==> config.mk <==
export PLATFORM = sky130hd
export DESIGN_NAME = stopwatch_ctrl_flat
export DESIGN_NICKNAME = d
export VERILOG_FILES = /design/src/rtl/stopwatch_ctrl_if.sv /design/src/rtl/stopwatch_ctrl.sv /design/src/flat_wrapper.sv
export SDC_FILE = /design/constraint.sdc
export NUM_CORES = 1
export LEC_CHECK = 0
export ABC_AREA = 1
export BUFFER_PORTS_ARGS = -buffer_cell sky130_fd_sc_hd__clkbuf_2
export CORE_ASPECT_RATIO = 0.9
export CORE_MARGIN = 2
export CORE_UTILIZATION = 52
export CTS_BUF_LIST = sky130_fd_sc_hd__clkbuf_16
export CTS_CLUSTER_DIAMETER = 40
export DETAILED_ROUTE_END_ITERATION = 7
export GPL_ROUTABILITY_DRIVEN = 0
export PLACE_DENSITY = 0.68
export SLEW_MARGIN = 20
export SYNTH_ARGS = -nofsm -noshare
export SYNTH_HDL_FRONTEND = slang
export SYNTH_SLANG_ARGS = --single-unit
==> constraint.sdc <==
create_clock -name clk -period 7.4 [get_ports clk]
set_input_delay 0.74 -clock clk [delete_from_list [all_inputs] [get_ports clk]]
set_output_delay 0.74 -clock clk [all_outputs]
set_load 0.005 [all_outputs]
==> src/rtl/stopwatch_ctrl_if.sv <==
// Button/switch inputs and command outputs exchanged between the stopwatch
// control block (master) and the counter datapath / board I/O side (slave).
interface stopwatch_ctrl_if;
   logic btnP;
   logic btnR;
   logic swADJ;
   logic swSEL;
   logic inc_sec;
   logic inc_min;
   logic clear;
   logic paused;
   logic adj_mode;
   logic blink_sec;
   logic blink_min;

   modport master (
      input  btnP,
      input  btnR,
      input  swADJ,
      input  swSEL,
      output inc_sec,
      output inc_min,
      output clear,
      output paused,
      output adj_mode,
      output blink_sec,
      output blink_min
   );

   modport slave (
      output btnP,
      output btnR,
      output swADJ,
      output swSEL,
      input  inc_sec,
      input  inc_min,
      input  clear,
      input  paused,
      input  adj_mode,
      input  blink_sec,
      input  blink_min
   );
endinterface

==> src/rtl/stopwatch_ctrl.sv <==
// Stopwatch control: conditions buttons and switches, holds pause flag and mode,
// and issues one-cycle increment/clear commands plus display blink enables.
module stopwatch_ctrl #(
   parameter int unsigned CLK_DIV_1HZ   = 100_000_000,
   parameter int unsigned CLK_DIV_ADJ   = 50_000_000,
   parameter int unsigned CLK_DIV_BLINK = 25_000_000,
   parameter int unsigned DB_CYCLES     = 1_000_000
) (
   input logic              clk,
   input logic              rst,
   stopwatch_ctrl_if.master bus
);

   localparam int unsigned WidthNorm  = (CLK_DIV_1HZ > 1) ? $clog2(CLK_DIV_1HZ) : 1;
   localparam int unsigned WidthAdj   = (CLK_DIV_ADJ > 1) ? $clog2(CLK_DIV_ADJ) : 1;
   localparam int unsigned WidthBlink = (CLK_DIV_BLINK > 1) ? $clog2(CLK_DIV_BLINK) : 1;
   localparam int unsigned WidthDb    = (DB_CYCLES > 1) ? $clog2(DB_CYCLES) : 1;

   localparam logic [WidthNorm-1:0]  LastNorm  = WidthNorm'(CLK_DIV_1HZ - 1);
   localparam logic [WidthAdj-1:0]   LastAdj   = WidthAdj'(CLK_DIV_ADJ - 1);
   localparam logic [WidthBlink-1:0] LastBlink = WidthBlink'(CLK_DIV_BLINK - 1);
   localparam logic [WidthDb-1:0]    LastDb    = WidthDb'(DB_CYCLES - 1);

   typedef enum logic [0:0] {StNormal, StAdjust} modeT;

   // Bit order {swSEL, swADJ, btnR, btnP}
   logic [3:0] syncMeta;
   logic [3:0] syncOut;
   logic [1:0] btnSync;
   logic       adjSync;
   logic       selSync;

   logic [1:0]         dbLevel;
   logic [WidthDb-1:0] dbCount [2];
   logic [1:0]         press;
   logic               pressPause;
   logic               pressClear;

   modeT                  modeQ;
   logic                  modeChange;
   logic [WidthNorm-1:0]  divNorm;
   logic [WidthAdj-1:0]   divAdj;
   logic                  pausedQ;
   logic                  incSec;
   logic                  incMin;
   logic                  clearQ;

   logic [WidthBlink-1:0] divBlink;
   logic                  blinkPhase;
   logic                  blinkSec;
   logic                  blinkMin;

   assign btnSync    = syncOut[1:0];
   assign adjSync    = syncOut[2];
   assign selSync    = syncOut[3];
   assign pressPause = press[0];
   assign pressClear = press[1];
   assign modeChange = (modeQ == StAdjust) != adjSync;

   always_ff @(posedge clk or posedge rst) begin
      if (rst) begin
         syncMeta <= '0;
         syncOut  <= '0;
      end else begin
         syncMeta <= {bus.swSEL, bus.swADJ, bus.btnR, bus.btnP};
         syncOut  <= syncMeta;
      end
   end

   // The count tracks consecutive samples disagreeing with the accepted level; the
   // level flips on the DB_CYCLES-th one, and a rising flip raises a press pulse.
   always_ff @(posedge clk or posedge rst) begin
      if (rst) begin
         dbLevel <= '0;
         press   <= '0;
         for (int i = 0; i < 2; i++) begin
            dbCount[i] <= '0;
         end
      end else begin
         for (int i = 0; i < 2; i++) begin
            press[i] <= 1'b0;
            if (btnSync[i] == dbLevel[i]) begin
               dbCount[i] <= '0;
            end else if (dbCount[i] == LastDb) begin
               dbLevel[i] <= btnSync[i];
               dbCount[i] <= '0;
               press[i]   <= btnSync[i];
            end else begin
               dbCount[i] <= dbCount[i] + WidthDb'(1);
            end
         end
      end
   end

   // Mode FSM, tick dividers and command outputs. A mode change or clear restarts
   // both dividers and swallows any tick due in that cycle.
   always_ff @(posedge clk or posedge rst) begin
      if (rst) begin
         modeQ   <= StNormal;
         divNorm <= '0;
         divAdj  <= '0;
         pausedQ <= 1'b0;
         incSec  <= 1'b0;
         incMin  <= 1'b0;
         clearQ  <= 1'b0;
      end else begin
         incSec <= 1'b0;
         incMin <= 1'b0;
         clearQ <= pressClear;
         if (pressPause) begin
            pausedQ <= ~pausedQ;
         end
         if (modeChange) begin
            modeQ   <= adjSync ? StAdjust : StNormal;
            divNorm <= '0;
            divAdj  <= '0;
         end else if (pressClear) begin
            divNorm <= '0;
            divAdj  <= '0;
         end else begin
            unique case (modeQ)
               StNormal: begin
                  divAdj <= '0;
                  if (!pausedQ) begin
                     if (divNorm == LastNorm) begin
                        divNorm <= '0;
                        incSec  <= 1'b1;
                     end else begin
                        divNorm <= divNorm + WidthNorm'(1);
                     end
                  end
               end
               StAdjust: begin
                  divNorm <= '0;
                  if (!pausedQ) begin
                     if (divAdj == LastAdj) begin
                        divAdj <= '0;
                        incMin <= selSync;
                        incSec <= ~selSync;
                     end else begin
                        divAdj <= divAdj + WidthAdj'(1);
                     end
                  end
               end
               default: modeQ <= StNormal;
            endcase
         end
      end
   end

   // Blink timing is free-running so the display cadence ignores pause and mode.
   always_ff @(posedge clk or posedge rst) begin
      if (rst) begin
         divBlink   <= '0;
         blinkPhase <= 1'b0;
         blinkSec   <= 1'b0;
         blinkMin   <= 1'b0;
      end else begin
         if (divBlink == LastBlink) begin
            divBlink   <= '0;
            blinkPhase <= ~blinkPhase;
         end else begin
            divBlink <= divBlink + WidthBlink'(1);
         end
         blinkMin <= adjSync & selSync & blinkPhase;
         blinkSec <= adjSync & ~selSync & blinkPhase;
      end
   end

   assign bus.inc_sec   = incSec;
   assign bus.inc_min   = incMin;
   assign bus.clear     = clearQ;
   assign bus.paused    = pausedQ;
   assign bus.adj_mode  = adjSync;
   assign bus.blink_sec = blinkSec;
   assign bus.blink_min = blinkMin;

endmodule
==> src/flat_wrapper.sv <==
// flat-port wrapper written by rule: the top's interface ports become plain ports
module stopwatch_ctrl_flat 
#(
   parameter int unsigned CLK_DIV_1HZ   = 100_000_000,
   parameter int unsigned CLK_DIV_ADJ   = 50_000_000,
   parameter int unsigned CLK_DIV_BLINK = 25_000_000,
   parameter int unsigned DB_CYCLES     = 1_000_000
)
  (clk, rst, bus_btnP, bus_btnR, bus_swADJ, bus_swSEL, bus_inc_sec, bus_inc_min, bus_clear, bus_paused, bus_adj_mode, bus_blink_sec, bus_blink_min);
  stopwatch_ctrl_if bus_i ();
  input logic clk;
  input logic rst;
  input wire logic [$bits(bus_i.btnP)-1:0] bus_btnP;
  input wire logic [$bits(bus_i.btnR)-1:0] bus_btnR;
  input wire logic [$bits(bus_i.swADJ)-1:0] bus_swADJ;
  input wire logic [$bits(bus_i.swSEL)-1:0] bus_swSEL;
  output wire logic [$bits(bus_i.inc_sec)-1:0] bus_inc_sec;
  output wire logic [$bits(bus_i.inc_min)-1:0] bus_inc_min;
  output wire logic [$bits(bus_i.clear)-1:0] bus_clear;
  output wire logic [$bits(bus_i.paused)-1:0] bus_paused;
  output wire logic [$bits(bus_i.adj_mode)-1:0] bus_adj_mode;
  output wire logic [$bits(bus_i.blink_sec)-1:0] bus_blink_sec;
  output wire logic [$bits(bus_i.blink_min)-1:0] bus_blink_min;
  assign bus_i.btnP = bus_btnP;
  assign bus_i.btnR = bus_btnR;
  assign bus_i.swADJ = bus_swADJ;
  assign bus_i.swSEL = bus_swSEL;
  assign bus_inc_sec = bus_i.inc_sec;
  assign bus_inc_min = bus_i.inc_min;
  assign bus_clear = bus_i.clear;
  assign bus_paused = bus_i.paused;
  assign bus_adj_mode = bus_i.adj_mode;
  assign bus_blink_sec = bus_i.blink_sec;
  assign bus_blink_min = bus_i.blink_min;
  stopwatch_ctrl #(.CLK_DIV_1HZ(CLK_DIV_1HZ), .CLK_DIV_ADJ(CLK_DIV_ADJ), .CLK_DIV_BLINK(CLK_DIV_BLINK), .DB_CYCLES(DB_CYCLES)) u_core (.clk(clk), .rst(rst), .bus(bus_i));
endmodule
==> metrics <==
status=finished clean; Synth Instances=974; most common cell in the netlist=nand2_1; Clock Latency Late Sink=0.43 ns; nets=1013; Synth async-reset ratio=1.00; CP arrival=2.53 ns; Finish-stage setup viols=0; post-CTS sizing=0; Seq/Total Area, Yosys=0.459; Critical R2R Launch=u_core.modeQ; remaining antenna violation count=0; fillers=1300; part of the power in registers=0.439; vias in the first global route=5721; final slew viol count=0; IO Count=13; CTS root buffer=clkbuf_16; DP Worst Slack=5.20 ns; CTS tree=built; switch share=0.268; largest net degree at the start of global routing=81; Max Cap Viol=0; worst vdd ir=224 uV; DR WL/cell=12.9 um; Lkg Pwr=0.00376 uW; Worst-Margin Slew=0.738 ns; Hold EP=u_core.syncOut[0]; core box area=0.0141 sq mm; Slew HR=0.508; P per Cell Area=215 mW/mm^2; hold path depth=0; ratio of cells with drive above 1 in the final layout=0.0928; number of enable flip-flop cells after synthesis=0; Distinct cells, synth=39; synthesized area=0.00752 sq mm; Clock power frac=0.473; clock skew=0.00894 ns; first-pass GRT wire length=27.0 mm; total power=1800 uW; TritonCTS Buffers=17; placed cells=1174; top cells by count, synth=221 x nand2_1, 179 x nor2_1, 138 x dfrtp_1; Yosys top cell area share=0.459; Worst EP required=7.76 ns; synth top area cells=dfrtp_1 46%, nand2_1 11%, nor2_1 8.9%; GRT overflow=0; Num Clock Sinks=138; Initial Util=0.535; area leader, netlist=dfrtp_1; R2R depth=9; Worst Hold Class=flop to flop; non-filler cells in the finished layout=1206; CP Launch Type=flop; diode count=0; Min Hold Slack=0.356 ns; combinational share of power=0.087; CP Capture Type=flop; critical path peak fanout=20; worst reg2reg setup slack=5.24 ns; Via density=5.09; Pint=1320 uW; Final WS setup=5.24 ns; Most used DFF post-synth=dfrtp_1; drt drc=0; FF+latch count, synth=138; RSZ-0062 raised after global routing=no; vias post-DR=6138; row cnt=41; synthesis-to-finish area growth=11.3%; Die Span Y=118 um; R2R Path End=u_core.divNorm[17]; Clock Path Buffers=2; final setup TNS=0 ns; Setup Buffers After CTS=0; fin crit share=0.292; max frequency=462 MHz; Fin. Hold Viols=0; WS Path Type=flop to flop; crit path time final=2.16 ns; DR iter-0 viols=349; Die Area=0.0154 sq mm; Mean Syn Cell Area=7.72 sq um; Switch Pwr=483 uW; Worst-path clk slew=0.06 ns; DP HPWL=11.0 mm; initial antenna violation count=0; GRT Resource Usage Total=0.221; 1st-pass router iterations=5; synth warn=0; hold path start=u_core.syncMeta[0]; Synthesized Nets=987; die width=131 um; H-tree depth=4; Post-CTS Hold Fix Bufs=0; IO Port Bufs=12; final wirelength=15.5 mm
kinds of logic after synthesis:
family                   share of synthesized area
AO/OA/AOI/OAI                               0.0458
XOR/XNOR                                    0.0641
buffers and inverters                       0.0717
adder cells (fa/ha/maj)                     0.0117
flip-flops                                   0.459
AND/OR/NAND/NOR                              0.347
worst max-delay path by stage:
stage | end | slack [ns] | from
floorplan | u_core.blinkPhase | 2.96 | rst
global placement | u_core.bus.blink_sec | 5.22 | rst
detailed placement | u_core.dbCount[21] | 5.20 | rst
CTS | u_core.divNorm[17] | 5.23 | u_core.modeQ
global route | u_core.divNorm[18] | 5.06 | u_core.modeQ
finish | u_core.divNorm[17] | 5.24 | u_core.modeQ
per-layer routing:
layer / global-route usage / up-vias / part of all wire
met5: 0 / - / 0
met4: 0.0765 / 0 / 0.015
met3: 0.0459 / 19 / 0.043
met2: 0.310 / 89 / 0.42
met1: 0.337 / 2881 / 0.52
li1: - / 3149 / -
placed cells by master, fill, tap and decap left out, types with 3 or more instances in the layout:
| cell type | Yosys | final |
|---|---|---|
| nor2_2 | 13 | 13 |
| nand3_1 | 56 | 56 |
| nand2_1 | 221 | 221 |
| nand4_1 | 25 | 25 |
| o22ai_1 | 9 | 9 |
| o21ai_0 | 23 | 23 |
| clkbuf_2 | 0 | 12 |
| nor3_4 | 3 | 3 |
| nand3_2 | 9 | 9 |
| nor2_4 | 5 | 5 |
| nor2_1 | 179 | 179 |
| nand2_2 | 7 | 7 |
| nor3_2 | 4 | 4 |
| inv_1 | 120 | 119 |
| inv_6 | 1 | 5 |
| dfrtp_1 | 138 | 138 |
| xnor2_1 | 14 | 14 |
| nor3_1 | 40 | 40 |
| nor4_1 | 4 | 4 |
| clkinv_4 | 0 | 5 |
| xor2_1 | 41 | 41 |
| inv_2 | 5 | 5 |
| a21oi_1 | 25 | 25 |
| a211oi_1 | 3 | 3 |
| clkbuf_16 | 0 | 17 |
| clkinv_1 | 2 | 4 |
| ha_1 | 7 | 7 |
cell type report:
cell class / instances / area [sq um] / area share
Tap cell: 193 / 241 / 0.0289
Sequential cell: 138 / 3450 / 0.413
Inverter: 128 / 490 / 0.0586
Multi-Input combinational cell: 702 / 3520 / 0.421
Clock buffer: 17 / 425 / 0.0508
Timing Repair Buffer: 13 / 67.6 / 0.00807
Clock inverter: 15 / 165 / 0.0197
critical path, cell delays in order (launching register included):
cell and delay (ns):
dfrtp_1 0.39, clkinv_1 0.23, ha_1 0.37, nor2_1 0.14, nand2_1 0.07, inv_1 0.10, nand3_2 0.37, inv_2 0.26
nand3_1 0.10, nand2_1 0.06
through the flow:
stage               area [sq um]   util
floorplan                   7520      -
global placement            7780  0.553
detailed placement          7780  0.553
CTS                         8370  0.595
global route                8370  0.595
finish                      8370  0.595
state kept, by name, indices dropped and copies added (netlist names):
register / flops
u_core.divNorm: 27
u_core.press: 2
u_core.modeQ: 1
u_core.syncMeta: 4
u_core.syncOut: 4
u_core.dbCount: 40
u_core.bus.blink_sec: 1
u_core.divBlink: 25
u_core.bus.paused: 1
u_core.divAdj: 26
u_core.dbLevel: 2
u_core.bus.inc_min: 1
u_core.bus.clear: 1
u_core.bus.blink_min: 1
u_core.blinkPhase: 1
u_core.bus.inc_sec: 1
power by group through the flow:
stage | logic (uW) | registers (uW) | clock network [uW]
6_report | 157 | 790 | 851
5_1_grt | 181 | 792 | 900
4_1_cts | 160 | 790 | 869
3_5_place_dp | 159 | 803 | 0
3_3_place_gp | 156 | 802 | 0
2_1_floorplan | 137 | 799 | 0
Note: power is estimated with default switching activity, not from simulation.
